`src/rtl/arb_pkg.sv`:
```
`default_nettype none
// ============================================================================
// Module  : arb_pkg
// Purpose : Shared types and constants for the 4-way round-robin arbiter.
//           NREQ  - number of requesters
//           IDX_W - width of an encoded requester index
//           arb_state_e - arbiter FSM state encoding (IDLE, GRANT)
// Revision: 1.0 - initial release
// ============================================================================
package arb_pkg;

    localparam int NREQ  = 4;
    localparam int IDX_W = 2;

    typedef enum logic [0:0] {
        IDLE  = 1'b0,
        GRANT = 1'b1
    } arb_state_e;

endpackage : arb_pkg
`default_nettype wire

```
`src/rtl/onehot_enc4.sv`:
```
`default_nettype none
// ============================================================================
// Module  : onehot_enc4
// Purpose : Combinational 4-bit one-hot to 2-bit binary index encoder.
//           An all-zero input encodes to index 0.
// Ports   : onehot [3:0] in  - one-hot (or zero) vector
//           idx    [1:0] out - binary index of the set bit
// Revision: 1.0 - initial release
// ============================================================================
module onehot_enc4
    import arb_pkg::*;
(
    input  logic [NREQ-1:0]  onehot,
    output logic [IDX_W-1:0] idx
);

    // OR-form encoder: cheap and well-defined for the all-zero input.
    assign idx[0] = onehot[1] | onehot[3];
    assign idx[1] = onehot[2] | onehot[3];

endmodule : onehot_enc4
`default_nettype wire

```
`src/rtl/rr_arbiter4.sv`:
```
`default_nettype none
// ============================================================================
// Module  : rr_arbiter4
// Purpose : Round-robin arbiter sharing one resource among four requesters.
//           A grant is held until the owner asserts done, drops its request,
//           or the hold limit HOLD_MAX expires (0 = no limit).
// Ports   : clk       in   rising-edge clock
//           rst_n     in   asynchronous active-low reset
//           enable    in   allow new grants (does not cut an active grant)
//           req [3:0] in   level-sensitive requests
//           done      in   owner finished (sampled only while granted)
//           gnt [3:0] out  registered one-hot grant
//           gnt_idx   out  binary index of gnt
//           gnt_valid out  high while a grant is active
//           timeout   out  one-cycle pulse on a hold-limit release
// Revision: 1.0 - initial release
// ============================================================================
module rr_arbiter4
    import arb_pkg::*;
#(
    parameter int unsigned HOLD_MAX = 16
) (
    input  logic             clk,
    input  logic             rst_n,
    input  logic             enable,
    input  logic [NREQ-1:0]  req,
    input  logic             done,
    output logic [NREQ-1:0]  gnt,
    output logic [IDX_W-1:0] gnt_idx,
    output logic             gnt_valid,
    output logic             timeout
);

    localparam int c_cnt_w = (HOLD_MAX == 0) ? 1 : $clog2(HOLD_MAX + 1);
    localparam logic [c_cnt_w-1:0] c_cnt_max   = '1;
    localparam logic [c_cnt_w-1:0] c_hold_last =
        (HOLD_MAX == 0) ? '0 : c_cnt_w'(HOLD_MAX - 1);

    arb_state_e          state_q, state_d;
    logic [IDX_W-1:0]    last_q, last_d;
    logic [c_cnt_w-1:0]  cnt_q, cnt_d;
    logic [NREQ-1:0]     gnt_q, gnt_d;
    logic [IDX_W-1:0]    gnt_idx_q, gnt_idx_d;
    logic                gnt_valid_q, gnt_valid_d;
    logic                timeout_q, timeout_d;

    logic [NREQ-1:0]     w_win_oh;
    logic [IDX_W-1:0]    w_win_idx;
    logic                w_found;
    logic                w_rel_drop;
    logic                w_rel_limit;
    logic                w_release;

    // Round-robin search starting just after the last winner and ending on it.
    always_comb begin
        logic [IDX_W-1:0] cand;
        w_found   = 1'b0;
        w_win_idx = '0;
        w_win_oh  = '0;
        for (int i = 1; i <= NREQ; i++) begin
            cand = last_q + IDX_W'(i);
            if (!w_found && req[cand]) begin
                w_found   = 1'b1;
                w_win_idx = cand;
            end
        end
        w_win_oh[w_win_idx] = w_found;
    end

    assign w_rel_drop  = ~req[gnt_idx_q];
    assign w_rel_limit = (HOLD_MAX != 0) && (cnt_q == c_hold_last);
    assign w_release   = done | w_rel_drop | w_rel_limit;

    always_comb begin
        state_d     = state_q;
        last_d      = last_q;
        cnt_d       = cnt_q;
        gnt_d       = gnt_q;
        gnt_valid_d = gnt_valid_q;
        timeout_d   = 1'b0;
        case (state_q)
            IDLE: begin
                gnt_d       = '0;
                gnt_valid_d = 1'b0;
                if (enable && w_found) begin
                    gnt_d       = w_win_oh;
                    gnt_valid_d = 1'b1;
                    last_d      = w_win_idx;
                    cnt_d       = '0;
                    state_d     = GRANT;
                end
            end
            GRANT: begin
                if (cnt_q != c_cnt_max) begin
                    cnt_d = cnt_q + 1'b1;
                end
                if (w_release) begin
                    gnt_d       = '0;
                    gnt_valid_d = 1'b0;
                    state_d     = IDLE;
                    // Only flag a timeout when the limit is the sole cause.
                    timeout_d   = w_rel_limit & ~done & ~w_rel_drop;
                end
            end
            default: begin
                state_d     = IDLE;
                gnt_d       = '0;
                gnt_valid_d = 1'b0;
            end
        endcase
    end

    // Index is encoded from the next grant so both register on the same edge.
    onehot_enc4 u_enc (
        .onehot (gnt_d),
        .idx    (gnt_idx_d)
    );

    always_ff @(posedge clk or negedge rst_n) begin
        if (!rst_n) begin
            state_q     <= IDLE;
            last_q      <= IDX_W'(NREQ - 1);
            cnt_q       <= '0;
            gnt_q       <= '0;
            gnt_idx_q   <= '0;
            gnt_valid_q <= 1'b0;
            timeout_q   <= 1'b0;
        end else begin
            state_q     <= state_d;
            last_q      <= last_d;
            cnt_q       <= cnt_d;
            gnt_q       <= gnt_d;
            gnt_idx_q   <= gnt_idx_d;
            gnt_valid_q <= gnt_valid_d;
            timeout_q   <= timeout_d;
        end
    end

    assign gnt       = gnt_q;
    assign gnt_idx   = gnt_idx_q;
    assign gnt_valid = gnt_valid_q;
    assign timeout   = timeout_q;

endmodule : rr_arbiter4
`default_nettype wire
```
`config.mk`:
```
export PLATFORM = sky130hd
export DESIGN_NAME = rr_arbiter4
export DESIGN_NICKNAME = d
export VERILOG_FILES = /design/src/rtl/arb_pkg.sv /design/src/rtl/onehot_enc4.sv /design/src/rtl/rr_arbiter4.sv
export SDC_FILE = /design/constraint.sdc
export NUM_CORES = 1
export LEC_CHECK = 0
export BUFFER_PORTS_ARGS = -buffer_cell sky130_fd_sc_hd__clkbuf_2
export CORE_UTILIZATION = 25
export DETAILED_ROUTE_END_ITERATION = 12
export PLACE_DENSITY = 0.56
export SLEW_MARGIN = 5
export SYNTH_ARGS = -nofsm -noshare
export SYNTH_HDL_FRONTEND = slang
export SYNTH_SLANG_ARGS = --single-unit
```
`constraint.sdc`:
```
create_clock -name clk -period 1.4 [get_ports clk]
set_input_delay 0.35 -clock clk [delete_from_list [all_inputs] [get_ports clk]]
set_output_delay 0.35 -clock clk [all_outputs]
set_load 0.1 [all_outputs]
```
## After elaboration in Yosys (flattened, before gate mapping)

Cells that the tools add are included.

| operators by class | value |
|---|---|
| bitwise logic cells | 10 |
| order comparisons | 7 |
| reductions and logical operators | 10 |
| eq/ne operators | 5 |
| shift operators | 0 |
| muxes and demuxes | 33 |
| add/subtract/negate cells | 4 |
| divide/modulo/power cells | 0 |
| $mul | 0 |

Operators with widths:

| operator | count |
|---|---|
| < comparator 2 x 3 -> 1 bit, second input constant | 6 |
| two-way mux 1 bit | 15 |
| binary-select mux 1 bit (select 2 bit) | 5 |
| two-way mux 5 bit | 2 |
| case mux 5 bit (2 select lines) | 1 |
| two-way mux 2 bit | 4 |
| two-way mux 4 bit | 2 |
| case mux 4 bit (2 select lines) | 1 |
| adder 5 x 1 -> 5 bit, second input constant | 1 |
| equality test 5 x 4 -> 1 bit, second input constant | 1 |
| logical AND 1 bit | 5 |
| != test 5 bit, second input constant | 1 |
| adder 2 bit, second input constant | 2 |
| AND 4 bit | 1 |
| != test 2 x 1 -> 1 bit, second input constant | 2 |
| bitwise OR 1 bit | 4 |
| case mux 1 bit (2 select lines) | 2 |
| AND reduction 2 bit | 2 |
| logical NOT 1 bit | 3 |
| NOT 1 bit | 3 |
| adder 2 x 1 -> 2 bit, second input constant | 1 |
| AND 1 bit | 2 |
| demux 1 bit (select 2 bit) | 1 |
| >= comparator 2 x 1 -> 1 bit, second input constant | 1 |
| != test 2 bit, second input constant | 1 |

| storage, ports and cells | value |
|---|---|
| memory bits (writable) | 0 |
| bits in read-only memories | 0 |
| bits of input ports | 8 |
| output and inout port bits | 8 |
| bits in latches | 0 |
| logic and storage cells | 77 |
| memories kept | 0 |
| register bits after elaboration | 16 |

## Longest topological paths before layout

Gate-level depths: netlist (run 1).

| depth | value |
|---|---|
| word-level depth | 21 |
| gate-level depth with buffers | 7 |
| mapped depth without buffers | 7 |

## Modules after synthesis

Synthesis (run 1) repeated with hierarchy kept, for this count alone.

| unflattened totals | value |
|---|---|
| cells, all modules | 71 |
| area, all modules | 785.8 sq um |

By module, submodules not included:

| module | times used | area an instance (sq um) | sequential area each (sq um) | cells each |
|---|---|---|---|---|
| rr_arbiter4 | 1 | 773.2 | 402.9 | 69 |
| onehot_enc4 | 1 | 12.5 | 0.0 | 2 |

## Least setup slack after synthesis (run 1)

OpenSTA, ideal clock, no wires.

| timing path | value |
|---|---|
| path kind | register to register |
| from | reg gnt_idx_q[0], in the netlist gnt_idx[0] |
| to | reg gnt_q[3], in the netlist gnt[3] |
| slack | -0.702 ns |
| arrival time | 1.980 ns |
| clock period less this slack | 2.102 ns |
| cell stages (with the launch flop) | 5 |
| required time | 1.278 ns |
| library setup time | 0.122 ns |
| path buffers | 0 |
| path through | dfrtp_1 -> mux4_2 -> nand3b_1 -> nor2_4 -> a22o_1 |

| between the ends | value |
|---|---|
| cells in the longest elaborated chain, start to end | 7 |

RTL lines:

| element | line | source |
|---|---|---|
| start: declaration | rr_arbiter4.sv:43 | `logic [IDX_W-1:0] gnt_idx_q, gnt_idx_d;` |
| start signal: assignment | rr_arbiter4.sv:133 | `gnt_idx_q <= gnt_idx_d;` |
| binary-select mux 1 bit (select 2 bit) | rr_arbiter4.sv:70 | `assign w_rel_drop = ~req[gnt_idx_q];` |
| two-way mux 1 bit (not written as such) | rr_arbiter4.sv:70 |  |
| NOT 1 bit | rr_arbiter4.sv:70 |  |
| bitwise OR 1 bit (2 in series) | rr_arbiter4.sv:72 | `assign w_release = done \| w_rel_drop \| w_rel_limit;` |
| two-way mux 4 bit | rr_arbiter4.sv:97 | `if (w_release) begin` |
| case mux 4 bit (2 select lines) | rr_arbiter4.sv:81 | `case (state_q)` |
| net gnt_d[3] | rr_arbiter4.sv:42 | `logic [NREQ-1:0] gnt_q, gnt_d;` |
| end signal: assignment | rr_arbiter4.sv:132 | `gnt_q <= gnt_d;` |
| end: declaration | rr_arbiter4.sv:42 |  |

The timed path passes the listed nets, and every way through them passes these cells. The select of a mux whose other input is x is not followed.
A chain may end at the register's enable or synchronous reset.

## Worst setup path after layout (run 1)

| timing path | value |
|---|---|
| from | reg cnt_q[0] |
| to | reg cnt_q[3] |

| between the ends | value |
|---|---|
| cells in the longest elaborated chain, start to end | 3 |
| elaborated cells on any way between the ends | 6 |
| classes of those cells | 1 x add/sub; 2 x eq/ne; 2 x mux; 1 x reduce/logical |

RTL lines:

| element | line | source |
|---|---|---|
| start: declaration | rr_arbiter4.sv:41 | `logic [c_cnt_w-1:0] cnt_q, cnt_d;` |
| start signal: assignment | rr_arbiter4.sv:131 | `cnt_q <= cnt_d;` |
| adder 5 x 1 -> 5 bit / != test 5 bit (equally long branches) | rr_arbiter4.sv:95, rr_arbiter4.sv:94 |  |
| two-way mux 5 bit / != test 2 x 1 -> 1 bit (equally long branches) | - |  |
| case mux 5 bit (2 select lines) / AND reduction 2 bit (equally long branches) | - |  |

Parallel ways exist; a longest one is shown, timed or not. The select of a mux whose other input is x is not followed.

==> results by group, run 1 <==
Status
  • Status: finished, violations left
  • Failing checks: setup timing

Clock network
  • CTS clock-pin slew for the worst setup and hold paths: 100 ps
  • Clock tree from TritonCTS: built
  • Clk sink count: 16
  • Worst-skew pair later-pin latency: 290 ps
  • Htree depth: 1
  • Root Driver: clkbuf_4
  • Total CTS buffers: 3
  • Buffer levels on the longest clock path: 2

GRT
  • Largest net degree at the start of global routing: 17
  • Total grt overflow: 0
  • Vias in the first global route: 752
  • Initial antenna violation count: 0
  • GRT Util Overall: 13.7%
  • First-pass GRT wire length: 3550 microns

Detailed routing
  • Via-to-Cell Ratio: 4.57
  • # DRC: 0
  • Overall via count from detail_route: 717
  • TritonRoute pass-1 iters: 4
  • Routed len/inst: 13.5 microns
  • DRC marker count from the first detailed-route iteration: 26
  • Final wirelength: 2120 microns
  • Post-route ant nets: 0

Placement
  • RePlAce Congestion: 0.824
  • DP Worst Slack: -178 ps
  • Port buffer count: 15

Hold path
  • Hold WC Path Type: input pin to flop

Synth
  • Ys Warns: 0
  • Largest area contributor in the netlist: dfrtp_1
  • Syn Inst Count: 73
  • Synthesized area per cell: 11.3 sq um
  • Distinct cell type count of the synthesized netlist: 33
  • Post-Syn Area: 826 sq um
  • Sequential element share of the synthesized area: 48.8%
  • #FFs+latches synth: 16
  • Top post-synthesis cells by area: dfrtp_1, dfstp_2, ha_1
  • Syn nets: 84
  • Yosys top cell area share: 42.4%

Cells and area
  • Util after Layout: 44.2%
  • Nets: 125
  • Ant diodes: 0
  • Area Growth Syn to Fin: 65.9%
  • Share of layout cells above drive strength 1: 56.6%
  • Most common cell after layout, fill and taps aside: buf_4
  • Most frequent cells in the layout: buf_4, dfrtp_1, buf_12

STA
  • Setup Skew: 5.30 ps
  • Setup TNS Final: -392 ps
  • Period utilisation layout: 105%
  • Unrepaired setup endpoints after global routing: yes
  • Worst-margin pin slew: 416 ps
  • Fmax achieved: 682 MHz
  • Hold Violations, Final: 0
  • Endpoints failing setup: 10
  • Setup ws final: -66.1 ps
  • Tmin final: 1470 ps
  • Fin. max-slew vios: 0
  • Worst slew margin: 72.3%

Power
  • PwrDens: 1440 nW/um^2
  • Pleak: 0.605 nW
  • Overall power: 1.97 mW
  • Peak supply drop: 0.957 mV

Floorplanning
  • Initial Utilization: 26.6%
  • Die height: 59.5 microns
  • IO Count: 16
  • CORE AREA: 3100 sq um
  • Row cnt: 20
  • Chip width: 59.5 microns
  • Die Area: 3540 sq um

Critical path
  • Worst setup SP type: flop
  • Worst path max stage delay: 410 ps
  • Max stage delay cell, worst path: dfrtp_1
  • WP data required: 1590 ps
  • Critical Path Sink Type: flop
  • CP arrival: 1660 ps
  • Critical Path Fanout Max: 2
  • Worst Path Class, Setup: flop to flop
  • CP Cell Sequence: ha_2 -> and3_4 -> ha_4 -> nor2b_4 -> nand4_1 -> xor2_1 -> nor2_1

Job
  • Max Cap Violations: 0
[stage by stage]
step	hold slack [ps]	area (sq um)	cells
3_3_place_gp	300	1250	149
6_report	464	1370	157
5_1_grt	460	1370	157
2_1_floorplan	54.4	858	73
3_5_place_dp	309	1250	149
4_1_cts	440	1290	154
[synth_stat cells]
master     number
o21ai_0         1
nor2_1          4
and3b_4         1
or4_4           1
nand4_1         1
a21oi_1         3
mux4_2          1
o2bb2ai_1       2
a22o_1          2
dfrtp_1        14
nand3b_4        1
and3_1          1
nand2_1         6
mux2i_1         2
a21boi_1        1
xor2_1          1
dfstp_2         2
nand3_1         2
nor4_2          1
a21o_1          3
o31ai_1         1
or2_2           1
nand3b_1        1
inv_1           2
nand2b_1        3
ha_1            3
nor3b_1         1
nor2b_1         2
o32ai_1         1
o21ai_1         5
o221ai_1        1
nor2_4          1
o221a_2         1
[state kept, by name (all words and copies together), names as in the netlist]
name,cells
gnt_idx,2
gnt_valid,1
timeout,1
last_q,2
state_q,1
cnt_q,5
gnt,4
[report_power, final]
part,total [mW],switching [mW],internal (mW)
clock,0.264,0.153,0.111
sequential,0.685,0.106,0.579
combinational,1.02,0.547,0.472
[timing repair]
item | in CTS | in global routing
hold buffers | 1 | 0
setup buffers | 0 | 3
hold endpoints to repair | 14 | 0
resized for setup | 2 | 12
setup endpoints to repair | 12 | 16
gates cloned | 0 | 0
pin swaps | 4 | 2
[metal layers]
metal	GRT usage, %	vias to the layer above	share of wire (%)
met3	5.02	0	3.6
met4	3.06	0	0
met1	18.2	355	46
met5	0	-	0
met2	21.2	12	50
li1	-	350	-
[area by class of cell]
type                    count  area [sq um]
clock buffers               4          26.3
multi-input cells          55           502
inverters                   2          7.51
repair buffers             36           372
well taps                  44          55.1
flip-flops and latches     16           408
fillers                   300          1730
[worst max-delay path: cells and delay by family (launching register included)]
family                   cells  cell delay [ps]
AND/OR/NAND/NOR              4              430
XOR/XNOR                     1              170
flip-flops                   1              410
adder cells (fa/ha/maj)      2              370
[cell families after synthesis]
group | after synthesis | synth area share, %
AOI/OAI and AO/OA | 21 | 17.7
adders and majority gates | 3 | 4.55
muxes | 3 | 5.15
and+or+nand+nor | 27 | 21.8
xor gates and xnor gates | 1 | 1.06
buffers and inverters | 2 | 0.909
DFF | 16 | 48.8
[path summary, 6_finish.rpt]
| path | start | endpoint | slack [ps] | cells after the start |
|---|---|---|---|---|
| max | cnt_q[0] | cnt_q[3] | -70 | 7 |
| min | enable | last_q[0] | 460 | 4 |
| max reg2reg | cnt_q[0] | cnt_q[3] | -70 | 7 |
| min reg2reg | gnt_valid | gnt_valid | 550 | 1 |
| max in group asynchronous | rst_n | last_q[1] | 560 | 2 |
| min in group asynchronous | rst_n | cnt_q[4] | 510 | 2 |
No activity file was read; power rests on OpenSTA's default activity.
==> run 2: changes to the inputs <==
--- a/config.mk
+++ b/config.mk
@@ -6,9 +6,10 @@
 export NUM_CORES = 1
 export LEC_CHECK = 0
 export BUFFER_PORTS_ARGS = -buffer_cell sky130_fd_sc_hd__clkbuf_2
-export CORE_UTILIZATION = 25
+export CORE_MARGIN = 4
+export CORE_UTILIZATION = 47
 export DETAILED_ROUTE_END_ITERATION = 12
-export PLACE_DENSITY = 0.56
+export PLACE_DENSITY = 0.84
 export SLEW_MARGIN = 5
 export SYNTH_ARGS = -nofsm -noshare
 export SYNTH_HDL_FRONTEND = slang
==> run 2 against run 1 <==
  * The flow still finishes with violations (setup timing)
  * Utilization up 42 points
  * Final cell count fell by 20%
  * Critical path depth is the same
  * Sequential power rose by 2%
  * Cell area fell by 0.55%
  * Power is 5.2% higher
  * First-iteration DRC count fell by 65%
  * Largest cell class unchanged
  * Largest power group unchanged
==> results by group, run 2 (synthesis gave the netlist of run 1 again) <==
Status
  • Failing checks: setup timing
  • Status: finished, violations left

Critical path
  • CP arrival: 1690 ps (+30 ps)
  • Worst setup SP type: flop
  • CP Cell Sequence: ha_2 -> and3_4 -> ha_4 -> nand2b_4 -> nor2_4 -> a21oi_2 -> mux2i_1
  • Critical Path Fanout Max: 7 (+5)
  • WP data required: 1610 ps (+20 ps)
  • R2R depth: 7 (unchanged)
  • R2r setup slk: -80 ps (about the same)
  • Critical Path Sink Type: flop
  • Worst Path Class, Setup: flop to flop
  • Max stage delay cell, worst path: dfrtp_1
  • Worst path max stage delay: 400 ps (about the same)
  • RR Endpoint: cnt_q[2]
  • R2r startpoint: cnt_q[0]

STA
  • Worst slew margin: 74.8% (+2.5 points)
  • Worst-margin pin slew: 377 ps (-39.6 ps)
  • Setup Skew: 3.34 ps (-1.97 ps)
  • Fin. max-slew vios: 0 (unchanged)
  • Fmax achieved: 676 MHz (-0.84%)
  • Unrepaired setup endpoints after global routing: yes
  • Endpoints failing setup: 10 (unchanged)
  • Hold Violations, Final: 0 (unchanged)
  • Period utilisation layout: 106% (+0.89 points)
  • Setup ws final: -78.5 ps (-12.4 ps)
  • Tmin final: 1480 ps (+12.4 ps)
  • Final Hold Slack: 481 ps (+17.2 ps)

Cells and area
  • Final non-filler cell total: 125 (-20%)
  • Share of layout cells above drive strength 1: 59.6% (+3.0 points)
  • Most common cell after layout, fill and taps aside: buf_4
  • Util after Layout: 86.4% (+42 points)
  • Top reg by flops: cnt_q
  • Ant diodes: 0 (unchanged)
  • Most frequent cells in the layout: buf_4, dfrtp_1, buf_12
  • Nets: 121 (-3.2%)
  • Largest register FFs: 5 (unchanged)
  • Area Growth Syn to Fin: 65.0%
  • Design Area, Final: 1360 sq um (-0.55%)

Power
  • Overall power: 2.07 mW (+5.2%)
  • Peak supply drop: 1.32 mV (+38%)
  • PwrDens: 1520 nW/um^2 (+5.8%)
  • Pleak: 0.603 nW (-0.48%)

Detailed routing
  • Final wirelength: 2350 microns (+11%)
  • Overall via count from detail_route: 770 (+7.4%)
  • Post-route ant nets: 0 (unchanged)
  • Routed len/inst: 18.8 microns (+39%)
  • DRC marker count from the first detailed-route iteration: 9 (-65%)
  • Via-to-Cell Ratio: 6.16 (+35%)
  • TritonRoute pass-1 iters: 4 (unchanged)
  • # DRC: 0 (unchanged)

Clock network
  • Clk sink count: 16 (unchanged)
  • Total CTS buffers: 3 (unchanged)
  • Htree depth: 1 (unchanged)
  • Worst-skew pair later-pin latency: 290 ps (about the same)
  • Root Driver: clkbuf_4
  • Clock tree from TritonCTS: built
  • Buffer levels on the longest clock path: 2 (unchanged)
  • CTS clock-pin slew for the worst setup and hold paths: 90 ps (about the same)

GRT
  • GRT busiest layer: met2
  • First-pass GRT wire length: 3840 microns (+8.2%)
  • GRT Util Overall: 21.2% (+7.5 points)
  • GR Util met2: 34.6% (+13 points)
  • Initial antenna violation count: 0 (unchanged)
  • Vias in the first global route: 850 (+13%)
  • Largest net degree at the start of global routing: 17 (unchanged)
  • Met1 Use GR: 22.4% (+4.2 points)
  • Total grt overflow: 0 (unchanged)
  • GR met3 Demand/Resource: 5.42% (+0.40 points)

Floorplanning
  • Die height: 49.9 microns (-16%)
  • Row cnt: 14 (-30%)
  • Initial Utilization: 52.4% (+26 points)
  • Chip width: 49.9 microns (-16%)
  • IO Count: 16 (unchanged)
  • Die Area: 2490 sq um (-30%)
  • CORE AREA: 1580 sq um (-49%)

Job
  • Max Cap Violations: 0 (unchanged)

Hold path
  • Hold Path End: last_q[0]
  • Hold WC Path Type: input pin to flop
  • HP Start: enable
  • Worst hold path depth: 4 (unchanged)

Placement
  • Placed Area: 1200 sq um (-4.0%)
  • RePlAce Congestion: 0.786 (-4.6%)
  • Port buffer count: 15 (unchanged)
  • Post-Place Cells: 119 (-20%)
  • Hpwl dp: 1550 microns
run 2: changes by cell type in the layout (fill, tap and decap cells not counted), sizes merged:
| cell | delta |
|---|---|
| buf | -4 |
run 2: worst max-delay path by stage:
stage                           from       end  slack [ps]  cells past startpoint
after floorplan           gnt_idx[0]    gnt[3]        -320                      4
after global placement        req[3]    gnt[0]        -170                      5
after detailed placement      req[3]    gnt[1]        -210                      5
after CTS                 gnt_idx[0]    gnt[3]         -90                      4
after global routing        cnt_q[1]  cnt_q[2]        -170                      7
final                       cnt_q[0]  cnt_q[2]         -80                      7
run 2: power by group:
group | internal [mW] | switching (mW) | total [mW]
clock | 0.159 | 0.145 | 0.304
sequential | 0.580 | 0.118 | 0.698
combinational | 0.475 | 0.593 | 1.07
run 2: metrics by stage:
| stage | TNS (ps) | setup WS (ps) |
|---|---|---|
| 3_5_place_dp | -1630 | -206 |
| 6_report | -413 | -78.5 |
| 4_1_cts | -505 | -90.2 |
| 3_3_place_gp | -1190 | -171 |
| 5_1_grt | -1410 | -168 |
| 2_1_floorplan | -2020 | -319 |
run 2: final cells by class:
| cell class | count | area [sq um] |
|---|---|---|
| clock buffers | 4 | 36.3 |
| fillers | 80 | 214 |
| inverters | 2 | 7.51 |
| flip-flops and latches | 16 | 408 |
| well taps | 16 | 20.0 |
| multi-input cells | 55 | 549 |
| repair buffers | 32 | 342 |
run 2: critical path: cells and delay by family (launching register included):
family,cells,cell delay (ps)
muxes,1,140
DFF,1,400
adders and majority gates,2,350
and+or+nand+nor,3,470
AOI/OAI and AO/OA,1,40
run 2: routing by layer:
layer,vias to the layer above,wire (microns)
met5,-,0
met4,0,120
met3,13,114
met2,39,1230
met1,375,888
li1,343,-
run 2: what timing repair did:
item,4_1_cts,5_1_grt
cloned,0,0
hold endpoints to repair,14,0
hold buffers,1,0
buffers inserted,1,0
pin swaps,6,5
resized for setup,8,14
setup endpoints to repair,15,16
